File: src/rtl/mem_access_stage.sv
// MEM stage + MEM/WB register: drives a req/gnt/rvalid data port, aligns load data, registers write-back.
// Latency: non-load result reaches WB 1 cycle after presentation; load data 1 cycle after rvalid.
// Backpressure: mem_stall holds upstream until the access is granted (store) or its data returns (load).
module mem_access_stage #(
    parameter int XLEN      = 32,
    parameter int REGADDR_W = 5
) (
    input  logic                 clk,
    input  logic                 rst,
    input  logic [XLEN-1:0]      alu_out_mem,
    input  logic [XLEN-1:0]      store_data_mem,
    input  logic [REGADDR_W-1:0] rd_addr_mem,
    input  logic                 wb_en_mem,
    input  logic                 mem_rd_mem,
    input  logic                 mem_wr_mem,
    input  logic [2:0]           funct3_mem,
    output logic                 dmem_req,
    output logic                 dmem_we,
    output logic [XLEN-1:0]      dmem_addr,
    output logic [3:0]           dmem_be,
    output logic [XLEN-1:0]      dmem_wdata,
    input  logic                 dmem_gnt,
    input  logic                 dmem_rvalid,
    input  logic [XLEN-1:0]      dmem_rdata,
    output logic                 mem_stall,
    output logic                 misalign_err,
    output logic [XLEN-1:0]      fw_from_mem,
    output logic [REGADDR_W-1:0] rd_addr_wb,
    output logic                 wb_en_wb,
    output logic [XLEN-1:0]      wb_data_wb
);

    typedef enum logic [1:0] {
        IDLE      = 2'd0,
        WAIT_GNT  = 2'd1,
        WAIT_DATA = 2'd2
    } state_t;

    state_t          state;
    logic [1:0]      off;
    logic            is_mem;
    logic            f3_legal;
    logic            aligned;
    logic            illegal;
    logic            retire;
    logic            load_ok;
    logic [7:0]      ld_byte;
    logic [15:0]     ld_half;
    logic [XLEN-1:0] load_val;

    assign off     = alu_out_mem[1:0];
    assign is_mem  = mem_rd_mem | mem_wr_mem;
    assign illegal = is_mem & ~(f3_legal & aligned);
    assign load_ok = mem_rd_mem & ~illegal;

    always_comb begin
        f3_legal = 1'b0;
        case (funct3_mem)
            3'b000, 3'b001, 3'b010, 3'b100, 3'b101: f3_legal = 1'b1;
            default: f3_legal = 1'b0;
        endcase
        aligned = 1'b1;
        case (funct3_mem[1:0])
            2'b01:   aligned = ~off[0];
            2'b10:   aligned = (off == 2'b00);
            default: aligned = 1'b1;
        endcase
    end

    // The request stays up in WAIT_GNT because stall freezes the inputs that formed it.
    assign dmem_req     = ((state == IDLE) & is_mem & ~illegal) | (state == WAIT_GNT);
    assign dmem_we      = dmem_req & mem_wr_mem;
    assign dmem_addr    = {alu_out_mem[XLEN-1:2], 2'b00};
    assign misalign_err = (state == IDLE) & illegal;
    assign fw_from_mem  = alu_out_mem;
    assign mem_stall    = ~retire;

    always_comb begin
        case (funct3_mem[1:0])
            2'b00: begin
                dmem_be    = 4'b0001 << off;
                dmem_wdata = {4{store_data_mem[7:0]}};
            end
            2'b01: begin
                dmem_be    = off[1] ? 4'b1100 : 4'b0011;
                dmem_wdata = {2{store_data_mem[15:0]}};
            end
            default: begin
                dmem_be    = 4'b1111;
                dmem_wdata = store_data_mem;
            end
        endcase
    end

    always_comb begin
        case (off)
            2'b00:   ld_byte = dmem_rdata[7:0];
            2'b01:   ld_byte = dmem_rdata[15:8];
            2'b10:   ld_byte = dmem_rdata[23:16];
            default: ld_byte = dmem_rdata[31:24];
        endcase
        ld_half = off[1] ? dmem_rdata[31:16] : dmem_rdata[15:0];
        case (funct3_mem)
            3'b000:  load_val = {{24{ld_byte[7]}}, ld_byte};
            3'b001:  load_val = {{16{ld_half[15]}}, ld_half};
            3'b100:  load_val = {24'd0, ld_byte};
            3'b101:  load_val = {16'd0, ld_half};
            default: load_val = dmem_rdata;
        endcase
    end

    always_comb begin
        retire = 1'b0;
        case (state)
            IDLE:      retire = ~is_mem | illegal | (dmem_gnt & mem_wr_mem);
            WAIT_GNT:  retire = dmem_gnt & mem_wr_mem;
            WAIT_DATA: retire = dmem_rvalid;
            default:   retire = 1'b0;
        endcase
    end

    always_ff @(posedge clk) begin
        if (rst) begin
            state      <= IDLE;
            rd_addr_wb <= '0;
            wb_en_wb   <= 1'b0;
            wb_data_wb <= '0;
        end else begin
            case (state)
                IDLE: begin
                    if (is_mem && !illegal) begin
                        if (!dmem_gnt)
                            state <= WAIT_GNT;
                        else if (mem_rd_mem)
                            state <= WAIT_DATA;
                    end
                end
                WAIT_GNT: begin
                    if (dmem_gnt)
                        state <= mem_rd_mem ? WAIT_DATA : IDLE;
                end
                WAIT_DATA: begin
                    if (dmem_rvalid)
                        state <= IDLE;
                end
                default: state <= IDLE;
            endcase

            if (retire) begin
                rd_addr_wb <= rd_addr_mem;
                wb_en_wb   <= wb_en_mem & (rd_addr_mem != '0) & ~illegal;
                wb_data_wb <= load_ok ? load_val : alu_out_mem;
            end else begin
                wb_en_wb   <= 1'b0;
            end
        end
    end

endmodule

File: config.mk
export PLATFORM = sky130hd
export DESIGN_NAME = mem_access_stage
export DESIGN_NICKNAME = d
export VERILOG_FILES = /design/src/rtl/mem_access_stage.sv
export SDC_FILE = /design/constraint.sdc
export NUM_CORES = 1
export LEC_CHECK = 0
export CORE_ASPECT_RATIO = 1.5
export CORE_MARGIN = 3
export CORE_UTILIZATION = 34
export CTS_CLUSTER_DIAMETER = 150
export CTS_CLUSTER_SIZE = 28
export DETAILED_ROUTE_END_ITERATION = 10
export PLACE_DENSITY_LB_ADDON = 0.12
export SLEW_MARGIN = 20
export SYNTH_ARGS = -nofsm -noshare
export SYNTH_HDL_FRONTEND = slang
export SYNTH_SLANG_ARGS = --single-unit
File: constraint.sdc
create_clock -name clk -period 3.3 [get_ports clk]
set_input_delay 0.66 -clock clk [delete_from_list [all_inputs] [get_ports clk]]
set_output_delay 0.66 -clock clk [all_outputs]
set_load 0.05 [all_outputs]
* Word-level counts from Yosys, hierarchy flattened
Index checks and enable logic that the tools add are counted.
W data, S select, Z words.
** Operators by class
- Eq/ne operators :: 14
- Shift operators :: 1
- Multiplexer cells :: 17
- Bitwise operators :: 19
- Reduce and logical (&&, ||, !) cells :: 10
** Operator list (number)
- $pmux W32 S4 :: 1
- $pmux W32 S2 :: 1
- $mux W32 :: 1
- $pmux W8 S3 :: 1
- $mux W16 :: 1
- $mux W2 :: 6
- $and A1 B1 Y1 :: 10
- $pmux W4 S2 :: 1
- $eq A2 B1 Y1 const B :: 3
- $eq A2 B2 Y1 const B :: 3
- $eq A3 B3 Y1 const B :: 2
- $logic_not A2 Y1 :: 3
- $pmux W2 S3 :: 1
- $not A1 Y1 :: 5
- $reduce_bool A5 Y1 :: 1
- $reduce_or A5 Y1 :: 1
- $mux W4 :: 1
- $ne A2 B2 Y1 const B :: 2
- $or A1 B1 Y1 :: 4
- $reduce_and A4 Y1 :: 1
- $shl A1 B2 Y4 const A :: 1
- $eq A3 B1 Y1 const B :: 1
- $eq A3 B2 Y1 const B :: 1
- $logic_not A3 Y1 :: 1
- other kinds (8) :: 8
** Word-level totals
- Flip-flop bits (word level) :: 40
- Bits of input ports :: 111
- Output and inout port bits :: 142
- Logic and storage cells :: 65

* Depth between registers and ports, before layout
- Depth in word-level cells :: 11
- Depth in mapped cells :: 10
- Depth with buffers taken out :: 7

* Least setup slack after synthesis
No wires, ideal clock.
- Path kind :: in2out
- From :: in funct3_mem[1]
- To :: out misalign_err
- Arrival :: 3.293 ns
- Required time :: 2.640 ns
- Slack :: -0.653 ns
- Cell stages on the path :: 7
- Buffers on the path :: 2
- Path through :: clkbuf_1 inv_1 ha_1 nor2_1 clkbuf_1 a21boi_0 nor4_1
** On the way
- Longest elaborated chain between the ends :: 7
- Elaborated cells between the ends (all ways) :: 14
- Those cells by class :: eq/ne (6); mux (2); bitwise (4); reduce/logical (2)
** RTL lines
- start, declared :: RTL line 16 : input logic [2:0] funct3_mem,
- $eq A3 B3 Y1 (tied with other cells) :: RTL line 58 : case (funct3_mem)
- $reduce_or A5 Y1 :: RTL line 58
- $mux W1 :: RTL line 58
- $and A1 B1 Y1 (*) :: RTL line 53 : assign illegal = is_mem & ~(f3_legal & aligned);
- $not A1 Y1 (*) :: RTL line 53
- $and A1 B1 Y1 (*) :: RTL line 53
- $and A1 B1 Y1 (*) :: RTL line 74 : assign misalign_err = (state == IDLE) & illegal;
- end, declared :: RTL line 26 : output logic misalign_err,
Every way passes the cells marked *; elsewhere a longest branch is shown, timed or not.

* Worst setup path in the final report
Same ends and word-level chain as after synthesis.

==> flow_summary.toml <==
[outcome]
run_status = "finished, final reports clean"

[placed_design]
dp_hpwl_microns = 10400
port_buffers = 250
place.gp.congestion = 0.928
dp_slack_ns = -0.103

[sta]
fin_crit_sh_pct = 96.0
hold_ws_ns = 0.459
setup-violations-final = 0
finalHoldViolCount = 0
fin_ws_ns = 0.132
slew_headroom_pct = 56.3
clock_skew_ns = 0.00386
rsz0062_at_grt = "no"
final_max_slew_viol_count = 0
fmax_mhz = 316
worst_pin_slew_ns = 0.649
period_needed_ns = 3.17

[power]
vdd_drop_max_uv = 336
leakagePower_nw = 2.26
combPwrFrac_pct = 56.9
switching_share_pct = 42.8
seqPwrFrac_pct = 23.8
p_total_w = 0.00240
p_int_w = 0.00137
p_sw_w = 0.00103
clockPowerShare_pct = 19.4
powerDensity_mw_per_mm2 = 410

[critical_path]
reg2regPathDepth = 5
r2r_slack_ns = 1.31
crit_arrival_ns = 2.51
timing.critical_path.cells = "clkdlybuf4s50_1, buf_4, ha_1, inv_2, o311ai_4, a21boi_1, nor4_2, buf_12"
critPathMaxFanout = 6
worstSetupPathType = "input pin to output port"
start_kind = "input pin"
timing.rr.end = "wb_data_wb[27]"
cpPeakStageDelay_ns = 0.48
worstPathRequired_ns = 2.64
r2r-start = "state[1]"
crit_path_end_kind = "output port"
critPathSlowestCell = "clkdlybuf4s50_1"

[die]
start_util_pct = 34.9
die_x_microns = 85.9
io-pin-count = 253
die_area_sq_mm = 0.0108
die_y_microns = 126
rows = 43
fp.coreArea_sq_mm = 0.00931

[clocking]
clk_pin_slew_ns = 0.06
cts_buffers = 5
clk_latency_ns = 0.28
clockBufferDepth = 2
cts_tree = "built"
cts_sinks = 40
root_buffer = "clkbuf_16"
htree_levels = 2

[synthesis]
mappedNetlistArea_sq_mm = 0.00325
yosys_warnings = 0
avgSynthCellArea_sq_um = 8.38
syn_inst = 388
yosys.cell_types.count = 46
synth-edff-count = 0
synthFlopType = "dfxtp_1"
synth.top_cell.area_share_pct = 24.6
ys_seq_area_share_pct = 24.6
synth_area_leader_cell = "dfxtp_1"
synth-seq-cells = 40
async_reset_ff_share_pct = 0
synth_area_leaders = "dfxtp_1 25%, buf_4 17%, o32ai_2 7.5%"

[global_route]
antenna_found_initial = 0
grt_overflow = 0
grt.total_usage_pct = 22.7
grt_max_degree = 34
grt_pass1_vias = 3689
grt_pass1_wl_microns = 19500

[route]
ant_nets = 0
drt-pass1-iter-count = 4
vias = 3553
wire_per_inst_microns = 19.0
post-route-drc-count = 0
drt_iter0_drc = 129
wirelength_microns = 12900
viasPerCell = 5.23

[worst_hold_path]
min_to = "rd_addr_wb[1]"
hp-class = "register to register"
hold_depth = 2
hold_start = "rd_addr_wb[1]"

[finish]
antenna_cells = 0
layout.nets = 681
area_growth_pct = 79.7
drive_above_1_share_pct = 17.3

[flow_run]
max_cap_violations = 0
-- synthesized netlist by cell type (2+ instances only) --
cell type   n
o32ai_1     2
a21oi_1    24
a32oi_1     6
nand2_1    26
nand3_1     6
buf_4      74
mux2_2     14
o32ai_2    15
clkbuf_1   18
buf_2       5
nand2b_1    4
inv_1      20
buf_6       2
nor4_1      2
nor2_1     23
a22oi_1    10
nand3b_1    2
nor3_1      3
o2bb2ai_1  20
mux2i_1     6
a21boi_0    2
and2_1      3
o21ai_0    10
a21o_1      2
o22ai_1     8
a22o_1     18
dfxtp_1    40
nor2b_1     3
ha_1        3
-- critical path: cells and delay by family --
| family | cells | cell delay [ns] |
|---|---|---|
| and+or+nand+nor | 1 | 0.09 |
| buffers and inverters | 4 | 0.85 |
| AOI/OAI and AO/OA | 2 | 0.69 |
| adders and majority gates | 1 | 0.20 |
-- per-layer routing --
layer  wire (microns)  part of all wire, %  vias up  track usage (%)
met5                0                    0        -                0
met4              174                  1.3        0             5.22
met3             1020                  7.9       10             6.22
met2             7070                   55      169             44.0
met1             4640                   36     1679             23.7
li1                 -                    -     1695                -
-- power by group through the flow --
stage / clock network, W / registers [W] / logic (W)
3_5_place_dp: 0 / 0.000579 / 0.00136
6_report: 0.000464 / 0.000570 / 0.00136
4_1_cts: 0.000472 / 0.000570 / 0.00137
5_1_grt: 0.000491 / 0.000578 / 0.00142
2_1_floorplan: 0 / 0.000764 / 0.000645
3_3_place_gp: 0 / 0.000579 / 0.00135
-- cells by family (layout without fill, tap and decap cells) --
| kind of cell | Yosys count | count (layout) | synth area share, % |
|---|---|---|---|
| compound gates | 124 | 124 | 32.3 |
| fa+ha+maj | 3 | 3 | 1.15 |
| buf+inv | 121 | 299 | 23.2 |
| flops | 40 | 40 | 24.6 |
| mux | 21 | 21 | 7.39 |
| other cells | 1 | 2 | 0.115 |
| simple gates | 78 | 78 | 11.2 |
-- cells in the final DEF (no fill, tap or decap), types with 2 or more instances in the layout --
cell / n
nor2_1: 21
buf_4: 21
inv_1: 20
and2_1: 2
o2bb2ai_1: 20
a22oi_1: 10
nand3b_1: 2
ha_1: 3
a21oi_1: 23
dfxtp_1: 40
buf_12: 29
o32ai_1: 2
nand3_1: 6
nand2_1: 26
a21o_1: 2
clkbuf_16: 5
mux2i_1: 6
clkdlybuf4s50_1: 221
o21ai_0: 8
mux2_2: 14
o22ai_1: 8
a22o_1: 18
o32ai_2: 15
nor2b_1: 3
a32oi_1: 6
conb_1: 2
nand2b_1: 4
nor3_1: 2
-- registers in the layout, indices dropped and copies added (netlist names) --
signal      flops
wb_data_wb     32
rd_addr_wb      5
state           2
wb_en_wb        1
-- worst max path at each step --
stage	from	to	slack, ns	cells after the start
3_3_place_gp	funct3_mem[1]	wb_data_wb[31]	0.06	10
4_1_cts	funct3_mem[1]	misalign_err	0.02	8
5_1_grt	funct3_mem[1]	misalign_err	0.02	8
3_5_place_dp	funct3_mem[1]	wb_data_wb[29]	-0.10	10
2_1_floorplan	funct3_mem[1]	dmem_be[1]	-0.26	7
6_report	funct3_mem[1]	misalign_err	0.13	8
-- cell type report --
| type | instances | area [sq um] |
|---|---|---|
| multi-input combinational | 228 | 1740 |
| inverter | 21 | 78.8 |
| fill | 818 | 3460 |
| timing repair buffer | 271 | 2950 |
| tap | 112 | 140 |
| sequential | 40 | 801 |
| clock inverter | 1 | 5.00 |
| clock buffer | 6 | 129 |
-- per-stage QoR --
stage	std cells	TNS (ns)	utilization, %	area [sq um]
3_5_place_dp	670	-1.23	61.1	5680
5_1_grt	679	0	62.8	5840
2_1_floorplan	389	-0.900	-	3270
3_3_place_gp	670	0	61.1	5680
4_1_cts	677	0	62.5	5820
6_report	679	0	62.8	5840
-- timing repair --
action / in CTS / in global routing
gates resized for setup: 0 / 3
endpoints found under the hold margin: 0 / 0
hold buffers: 0 / 0
endpoints found under the setup margin: 0 / 17
buffers inserted: 0 / 2
Power figures use the tool's default switching activity.
